==> src/rtl/mmcm_drp_pkg.sv <==
`default_nettype none
// +--------------------------------------------------------------------+
// | mmcm_drp_pkg : DRP widths, FSM encodings, MMCM register addresses  |
// | Revision     : 1.0                                                 |
// +--------------------------------------------------------------------+
package mmcm_drp_pkg;

    localparam int ADDR_W   = 7;
    localparam int DATA_W   = 16;
    localparam int NUM_REGS = 1 << ADDR_W;

    typedef enum logic [1:0] {
        TRX_IDLE = 2'd0,
        TRX_BUSY = 2'd1,
        TRX_DONE = 2'd2
    } trx_state_t;

    typedef enum logic [1:0] {
        LCK_RESET = 2'd0,
        LCK_COUNT = 2'd1,
        LCK_LOCKD = 2'd2
    } lock_state_t;

    // Registers the reconfiguration master touches
    localparam logic [ADDR_W-1:0] ADDR_CLKREG_FIRST = 7'h08;
    localparam logic [ADDR_W-1:0] ADDR_CLKREG_LAST  = 7'h16;
    localparam logic [ADDR_W-1:0] ADDR_LOCK1        = 7'h18;
    localparam logic [ADDR_W-1:0] ADDR_LOCK2        = 7'h19;
    localparam logic [ADDR_W-1:0] ADDR_LOCK3        = 7'h1A;
    localparam logic [ADDR_W-1:0] ADDR_POWER        = 7'h28;
    localparam logic [ADDR_W-1:0] ADDR_FILT1        = 7'h4E;
    localparam logic [ADDR_W-1:0] ADDR_FILT2        = 7'h4F;

    function automatic logic is_mmcm_cfg_addr(input logic [ADDR_W-1:0] addr);
        return ((addr >= ADDR_CLKREG_FIRST) && (addr <= ADDR_CLKREG_LAST)) ||
               (addr == ADDR_LOCK1) || (addr == ADDR_LOCK2) || (addr == ADDR_LOCK3) ||
               (addr == ADDR_POWER) || (addr == ADDR_FILT1) || (addr == ADDR_FILT2);
    endfunction

endpackage
`default_nettype wire

==> src/rtl/mmcm_drp_responder_if.sv <==
`default_nettype none
// +--------------------------------------------------------------------+
// | mmcm_drp_responder_if : DRP bus between master and MMCM responder  |
// | Revision              : 1.0                                        |
// +--------------------------------------------------------------------+
interface mmcm_drp_responder_if ();
    import mmcm_drp_pkg::*;

    logic              den;
    logic              dwe;
    logic [ADDR_W-1:0] daddr;
    logic [DATA_W-1:0] di;
    logic [DATA_W-1:0] dout;
    logic              drdy;

    modport master (output den, output dwe, output daddr, output di,
                    input  dout, input drdy);
    modport slave  (input  den, input  dwe, input  daddr, input  di,
                    output dout, output drdy);
endinterface
`default_nettype wire

==> src/rtl/mmcm_lock_model.sv <==
`default_nettype none
// +--------------------------------------------------------------------+
// | mmcm_lock_model : emulated MMCM LOCKED with programmable lock time |
// | Revision        : 1.0                                              |
// +--------------------------------------------------------------------+
module mmcm_lock_model
    import mmcm_drp_pkg::*;
#(
    parameter int LOCK_CYCLES = 64
) (
    input  wire logic clk,
    input  wire logic rst_n,
    input  wire logic mmcm_rst,
    output logic      locked
);

    localparam logic [15:0] C_LOCK_LAST = 16'(LOCK_CYCLES - 1);

    lock_state_t r_state;
    lock_state_t w_next;
    logic [15:0] r_cnt;

    // Reset counts as the first low sample of mmcm_rst when it is already released
    always_ff @(posedge clk) begin
        if (!rst_n) begin
            r_state <= mmcm_rst ? LCK_RESET : LCK_COUNT;
        end else begin
            r_state <= w_next;
        end
    end

    always_comb begin
        w_next = r_state;
        if (mmcm_rst) begin
            w_next = LCK_RESET;
        end else begin
            case (r_state)
                LCK_RESET: w_next = LCK_COUNT;
                LCK_COUNT: if (r_cnt == C_LOCK_LAST) w_next = LCK_LOCKD;
                LCK_LOCKD: w_next = LCK_LOCKD;
                default:   w_next = LCK_RESET;
            endcase
        end
    end

    always_ff @(posedge clk) begin
        if (!rst_n || mmcm_rst || (r_state != LCK_COUNT)) begin
            r_cnt <= '0;
        end else begin
            r_cnt <= r_cnt + 16'd1;
        end
    end

    always_comb begin
        locked = (r_state == LCK_LOCKD);
    end

endmodule
`default_nettype wire

==> src/rtl/mmcm_drp_responder.sv <==
`default_nettype none
// +--------------------------------------------------------------------+
// | mmcm_drp_responder : DRP target emulating an MMCM register bank    |
// | Revision           : 1.0                                           |
// +--------------------------------------------------------------------+
module mmcm_drp_responder
    import mmcm_drp_pkg::*;
#(
    parameter int RD_LATENCY  = 4,
    parameter int LOCK_CYCLES = 64
) (
    input  wire logic           clk,
    input  wire logic           rst_n,
    mmcm_drp_responder_if.slave drp,
    input  wire logic           mmcm_rst,
    output logic                locked,
    output logic [1:0]          err
);

    localparam logic [3:0] C_LAT_LOAD = 4'(RD_LATENCY - 1);

    trx_state_t        r_state;
    trx_state_t        w_next;
    logic [3:0]        r_cnt;
    logic [ADDR_W-1:0] r_addr;
    logic              r_we;
    logic [DATA_W-1:0] r_di;
    logic [DATA_W-1:0] r_dout;
    logic [DATA_W-1:0] r_bank [NUM_REGS];
    logic [1:0]        r_err;
    logic              w_accept;
    logic              w_collide;
    logic              w_finish;

    always_ff @(posedge clk) begin
        if (!rst_n) begin
            r_state <= TRX_IDLE;
        end else begin
            r_state <= w_next;
        end
    end

    always_comb begin
        w_next = r_state;
        case (r_state)
            TRX_IDLE: if (drp.den) w_next = TRX_BUSY;
            TRX_BUSY: if (r_cnt == 4'd0) w_next = TRX_DONE;
            TRX_DONE: w_next = TRX_IDLE;
            default:  w_next = TRX_IDLE;
        endcase
    end

    always_comb begin
        w_accept  = drp.den && (r_state == TRX_IDLE);
        w_collide = drp.den && (r_state != TRX_IDLE);
        w_finish  = (r_state == TRX_BUSY) && (r_cnt == 4'd0);
        drp.drdy  = (r_state == TRX_DONE);
    end

    always_ff @(posedge clk) begin
        if (!rst_n) begin
            r_cnt  <= '0;
            r_addr <= '0;
            r_we   <= 1'b0;
            r_di   <= '0;
        end else if (w_accept) begin
            r_cnt  <= C_LAT_LOAD;
            r_addr <= drp.daddr;
            r_we   <= drp.dwe;
            r_di   <= drp.di;
        end else if ((r_state == TRX_BUSY) && (r_cnt != 4'd0)) begin
            r_cnt  <= r_cnt - 4'd1;
        end
    end

    // Bank update and read capture happen on the edge that enters DONE,
    // so DO is already valid while DRDY is high.
    always_ff @(posedge clk) begin
        if (!rst_n) begin
            for (int i = 0; i < NUM_REGS; i++) begin
                r_bank[i] <= '0;
            end
            r_dout <= '0;
        end else if (w_finish) begin
            if (r_we) begin
                r_bank[r_addr] <= r_di;
            end else begin
                r_dout <= r_bank[r_addr];
            end
        end
    end

    always_ff @(posedge clk) begin
        if (!rst_n) begin
            r_err <= 2'b00;
        end else begin
            if (w_collide) r_err[0] <= 1'b1;
            if (w_accept && drp.dwe && !mmcm_rst) r_err[1] <= 1'b1;
        end
    end

    assign drp.dout = r_dout;
    assign err      = r_err;

    mmcm_lock_model #(
        .LOCK_CYCLES (LOCK_CYCLES)
    ) u_lock (
        .clk      (clk),
        .rst_n    (rst_n),
        .mmcm_rst (mmcm_rst),
        .locked   (locked)
    );

endmodule
`default_nettype wire

==> src/flat_wrapper.sv <==
// flat-port wrapper written by rule: the top's interface ports become plain ports
module mmcm_drp_responder_flat import mmcm_drp_pkg::*;
#(
    parameter int RD_LATENCY  = 4,
    parameter int LOCK_CYCLES = 64
)
  (clk, rst_n, mmcm_rst, locked, err, drp_den, drp_dwe, drp_daddr, drp_di, drp_dout, drp_drdy);
  mmcm_drp_responder_if drp_i ();
  input  wire logic clk;
  input  wire logic rst_n;
  input  wire logic mmcm_rst;
  output logic locked;
  output logic [1:0] err;
  input wire logic [$bits(drp_i.den)-1:0] drp_den;
  input wire logic [$bits(drp_i.dwe)-1:0] drp_dwe;
  input wire logic [$bits(drp_i.daddr)-1:0] drp_daddr;
  input wire logic [$bits(drp_i.di)-1:0] drp_di;
  output wire logic [$bits(drp_i.dout)-1:0] drp_dout;
  output wire logic [$bits(drp_i.drdy)-1:0] drp_drdy;
  assign drp_i.den = drp_den;
  assign drp_i.dwe = drp_dwe;
  assign drp_i.daddr = drp_daddr;
  assign drp_i.di = drp_di;
  assign drp_dout = drp_i.dout;
  assign drp_drdy = drp_i.drdy;
  mmcm_drp_responder #(.RD_LATENCY(RD_LATENCY), .LOCK_CYCLES(LOCK_CYCLES)) u_core (.clk(clk), .rst_n(rst_n), .drp(drp_i), .mmcm_rst(mmcm_rst), .locked(locked), .err(err));
endmodule
==> config.mk <==
export PLATFORM = sky130hd
export DESIGN_NAME = mmcm_drp_responder_flat
export DESIGN_NICKNAME = d
export VERILOG_FILES = /design/src/rtl/mmcm_drp_pkg.sv /design/src/rtl/mmcm_drp_responder_if.sv /design/src/rtl/mmcm_lock_model.sv /design/src/rtl/mmcm_drp_responder.sv /design/src/flat_wrapper.sv
export SDC_FILE = /design/constraint.sdc
export NUM_CORES = 2
export LEC_CHECK = 0
export ABC_AREA = 1
export CORE_MARGIN = 4
export CORE_UTILIZATION = 50
export CTS_BUF_LIST = sky130_fd_sc_hd__clkbuf_8
export CTS_CLUSTER_DIAMETER = 30
export CTS_CLUSTER_SIZE = 10
export DETAILED_ROUTE_END_ITERATION = 6
export HOLD_SLACK_MARGIN = 0.15
export PLACE_DENSITY_LB_ADDON = 0.15
export SLEW_MARGIN = 30
export SYNTH_ARGS = -nofsm -noshare
export SYNTH_HDL_FRONTEND = slang
export SYNTH_SLANG_ARGS = --single-unit
==> constraint.sdc <==
create_clock -name clk -period 4.1 [get_ports clk]
set_input_delay 0.41 -clock clk [delete_from_list [all_inputs] [get_ports clk]]
set_output_delay 0.41 -clock clk [all_outputs]
set_load 0.01 [all_outputs]
==> summary by stage <==
Outcome
The flow ran to the end, but the final reports show violations. The final reports fail on design-rule violations.

Logic synthesis
For this run, the number of Yosys warnings is 0. The instance count of the mapped netlist is 10840. The post-synthesis sequential element count is 2114. Sequential cells were found to cover 63.69% of the synthesized design area.

The mapped netlist covers 0.09867 sq mm. A synthesized cell averages 9.099 sq um. The number of nets in the synthesized netlist is 10880.

The count of unique library cells instantiated by Yosys is 28.

STA
The maximum frequency from static timing analysis is 0.2836 GHz. The post-route clock period utilization is 86.01%. On the final layout, the worst clock skew is 0.07790 ns. The final count of hold timing violations is 0. The worst hold slack after final layout is 0.2521 ns. For the pin with the worst max-slew slack, the measured transition is 1.113 ns. Setup slack on the critical path of the routed design comes to 0.5735 ns. The sum of negative setup slack is 0 ns. The max-slew violation count is 0. Headroom to the max-slew limit came out at 25.80%. Setup repair after global routing left no endpoint under its margin. The minimum period implied by the final worst setup slack is 3.526 ns. The final count of negative-setup-slack endpoints is 0.

Setup path
The kind of start point of the critical path is a register. By instance count, the cell type seen most on the critical path is sky130_fd_sc_hd__nor2_1. At the worst endpoint, the required time is 5.07 ns.

The largest stage delay on the critical path is 0.52 ns. On the critical path, the stage with the largest delay is an instance of sky130_fd_sc_hd__dfxtp_4. Data arrives at the worst endpoint at 4.50 ns.

STA classifies the critical path endpoint as a register. Measured in cells, the most critical reg-to-reg path has a length of 14. The critical path goes through inv_8 -> buf_12 -> buf_4 -> nand2_1 -> nand3_1 -> nand2_1 -> nor2_1 -> nor2_1 -> nor2_1 -> nand2_1 -> nand2_1 -> nand3_1 -> nor2_1 -> nor2_1. The critical path is of the register to register type. Along the worst path, the maximum fanout reaches 56.

Layout
The post-route netlist has 11.59% of its cells at a drive strength greater than 1. The most common cell after layout, fill and taps aside is sky130_fd_sc_hd__nor2_1. From synthesis to final layout, the design area changed by 14.64%. The non-filler instance count after layout is 13980. The top cell types in the final layout, fill and taps aside, are sky130_fd_sc_hd__nor2_1 (3082), sky130_fd_sc_hd__nand2_1 (2217), sky130_fd_sc_hd__edfxtp_1 (2050), sky130_fd_sc_hd__inv_1 (1353), sky130_fd_sc_hd__nand3_1 (588).

The layout net count is 10980.

Power and ir drop
The worst vdd rail ir drop is 0.4528 mV. In this run the static leakage power is 46.50 nW. Power spread over the standard cell area amounts to 499.2 mW/mm^2. After layout, the design draws a total of 56.47 mW.

Floorplanning
The die height is 452.2 um. 48 I/O pins were placed. The die area is 0.2045 sq mm. The floorplan die width is 452.2 um. The placement row count is 162. The starting utilization of the core area is 50.45%. The core region is 0.1956 sq mm.

Clock tree
At the later pin of the worst-skew pair, clock insertion delay measures 1.12 ns. The count of buffers added by post-CTS timing repair for setup is 0. No sink is reached through more buffers than the 4 on the longest clock path. In this run the clock root is driven by a sky130_fd_sc_hd__clkbuf_8.

The count of clock tree sinks is 2114. The count of hold-fix buffers inserted at cts is 23. The H-tree generated during clock tree synthesis spans 5 levels. The quantity of gates resized following cts is 0. TritonCTS built the clock tree. The post-CTS clock slew at the launch and capture registers of the worst setup and hold paths is 0.06 ns. The number of clock buffers added by TritonCTS is 485.

Placed design
At the end of routability-driven placement, the weighted congestion stood at 0.9029. The quantity of I/O buffers inserted on ports is 47. The total placed cells including tap cells is 13060. Detailed placement ended at an HPWL of 178400 um. The worst-case setup slack after placement is 0.6444 ns.

GRT
The initial antenna violation count came to 4. The via count of the first global-routing pass came to 71220. The residual overflow from global routing is 0. The all-layer global routing usage is 29.23%. Entering global routing, the biggest net connects 165 pins.

The global-route wire length before repair is 448100 um.

Routing
The total number of vias is 74590. The average routed wire per standard cell is 21.76 um. Once detail routing completed, the nets flagged for antenna violations numbered 0.

For this run, the detailed router's first-pass iteration total came to 6. The met1 layer wirelength in the final routing is 122100 um. The mean number of vias per cell is 5.334. Signal routing reaches up to met4. Wires add up to 304300 um. After detailed routing, the number of remaining DRC violations is 1.

The iteration-0 DRC count of the detailed router is 8988. The routed design uses 26110 um of met3 wire. The wire length on met2 is 142500 um.

Worst hold path
The kind of path behind the tightest hold check is input port to register. The worst hold path stage count is 3.

Job
Max-cap violations in this run came to 0.
## path summary, 6_finish.rpt
check	start	endpoint	slack, ns
max	u_core.r_addr[0]$_SDFFE_PN0P_	u_core.drp.dout[8]$_SDFFE_PN0P_	0.57
min	drp_daddr[2]	u_core.r_addr[2]$_SDFFE_PN0P_	0.25
max reg2reg	u_core.r_addr[0]$_SDFFE_PN0P_	u_core.drp.dout[8]$_SDFFE_PN0P_	0.57
min reg2reg	u_core.u_lock.r_cnt[0]$_SDFF_PP0_	u_core.u_lock.r_cnt[0]$_SDFF_PP0_	0.45
## cell type report
type / instances / area, sq um
fill: 17150 / 82480
sequential: 2114 / 62840
multi-input combinational: 6662 / 27960
clock buffer: 502 / 6909
inverter: 1307 / 5044
timing repair buffer: 381 / 3561
clock inverter: 384 / 3493
tap: 2624 / 3283
antenna: 10 / 25.02
## cells by family (layout without fill, tap and decap cells)
kind of cell    Yosys count  count (layout)  synth area share (%)
flops                  2114            2114                 63.69
fa+ha+maj                 5               5               0.06340
compound gates          508             508                 3.337
xor+xnor                  2               2               0.01776
simple gates           6147            6147                 24.86
other cells               0              10                     0
buf+inv                2068            2574                 8.038
## power by group
part,total (mW),switching (mW),internal [mW]
Sequential,24.7,0.287,24.4
Combinational,6.21,4.78,1.43
Clock,25.6,10.3,15.3
Total,56.5,15.4,41.1
## critical path, delay by kind of cell (launching register included)
family,cells,cell delay [ns]
DFF,1,0.52
and+or+nand+nor,11,1.61
buffers and inverters,3,1.18
## flip-flops by register name, indices dropped and copies added, names as in the netlist
name	flops
u_core.r_bank	2048
u_core.r_addr	7
u_core.drp.dout	16
u_core.r_state	2
u_core.r_di	16
u_core.r_cnt	4
u_core.u_lock.r_state	2
u_core.err	2
u_core.u_lock.r_cnt	16
u_core.r_we	1
## routing by layer
metal  vias to the layer above  global-route usage, %
met2                      3443                  46.72
met1                     35810                  39.66
met4                         0                  12.64
li1                      34690                      -
met5                         -                      0
met3                       652                  4.869
## stage by stage
stage	util, %	cell area (sq um)
floorplan	-	98670
global placement	52.37	102400
detailed placement	52.37	102400
CTS	57.81	113100
global route	57.82	113100
finish	57.83	113100
## cell usage after synthesis, drive strengths merged
library cell	count	area share, %
nor2	3087	12
nand2	2228	8.5
edfxtp	2050	62
inv	1307	5.0
nand3	588	3.0
clkbuf	584	2.2
o211ai	296	2.3
or2	221	1.4
buf	177	0.84
o21ai	171	0.87
dfxtp	64	1.3
a21oi	37	0.19
nor4	10	0.15
nor3	8	0.051
ha	5	0.063
nor3b	3	0.023
nand4	2	0.013
o21a	2	0.015
o31ai	2	0.015
xnor2	1	0.0089
xor2	1	0.0089
Note: power is estimated with default switching activity, not from simulation.
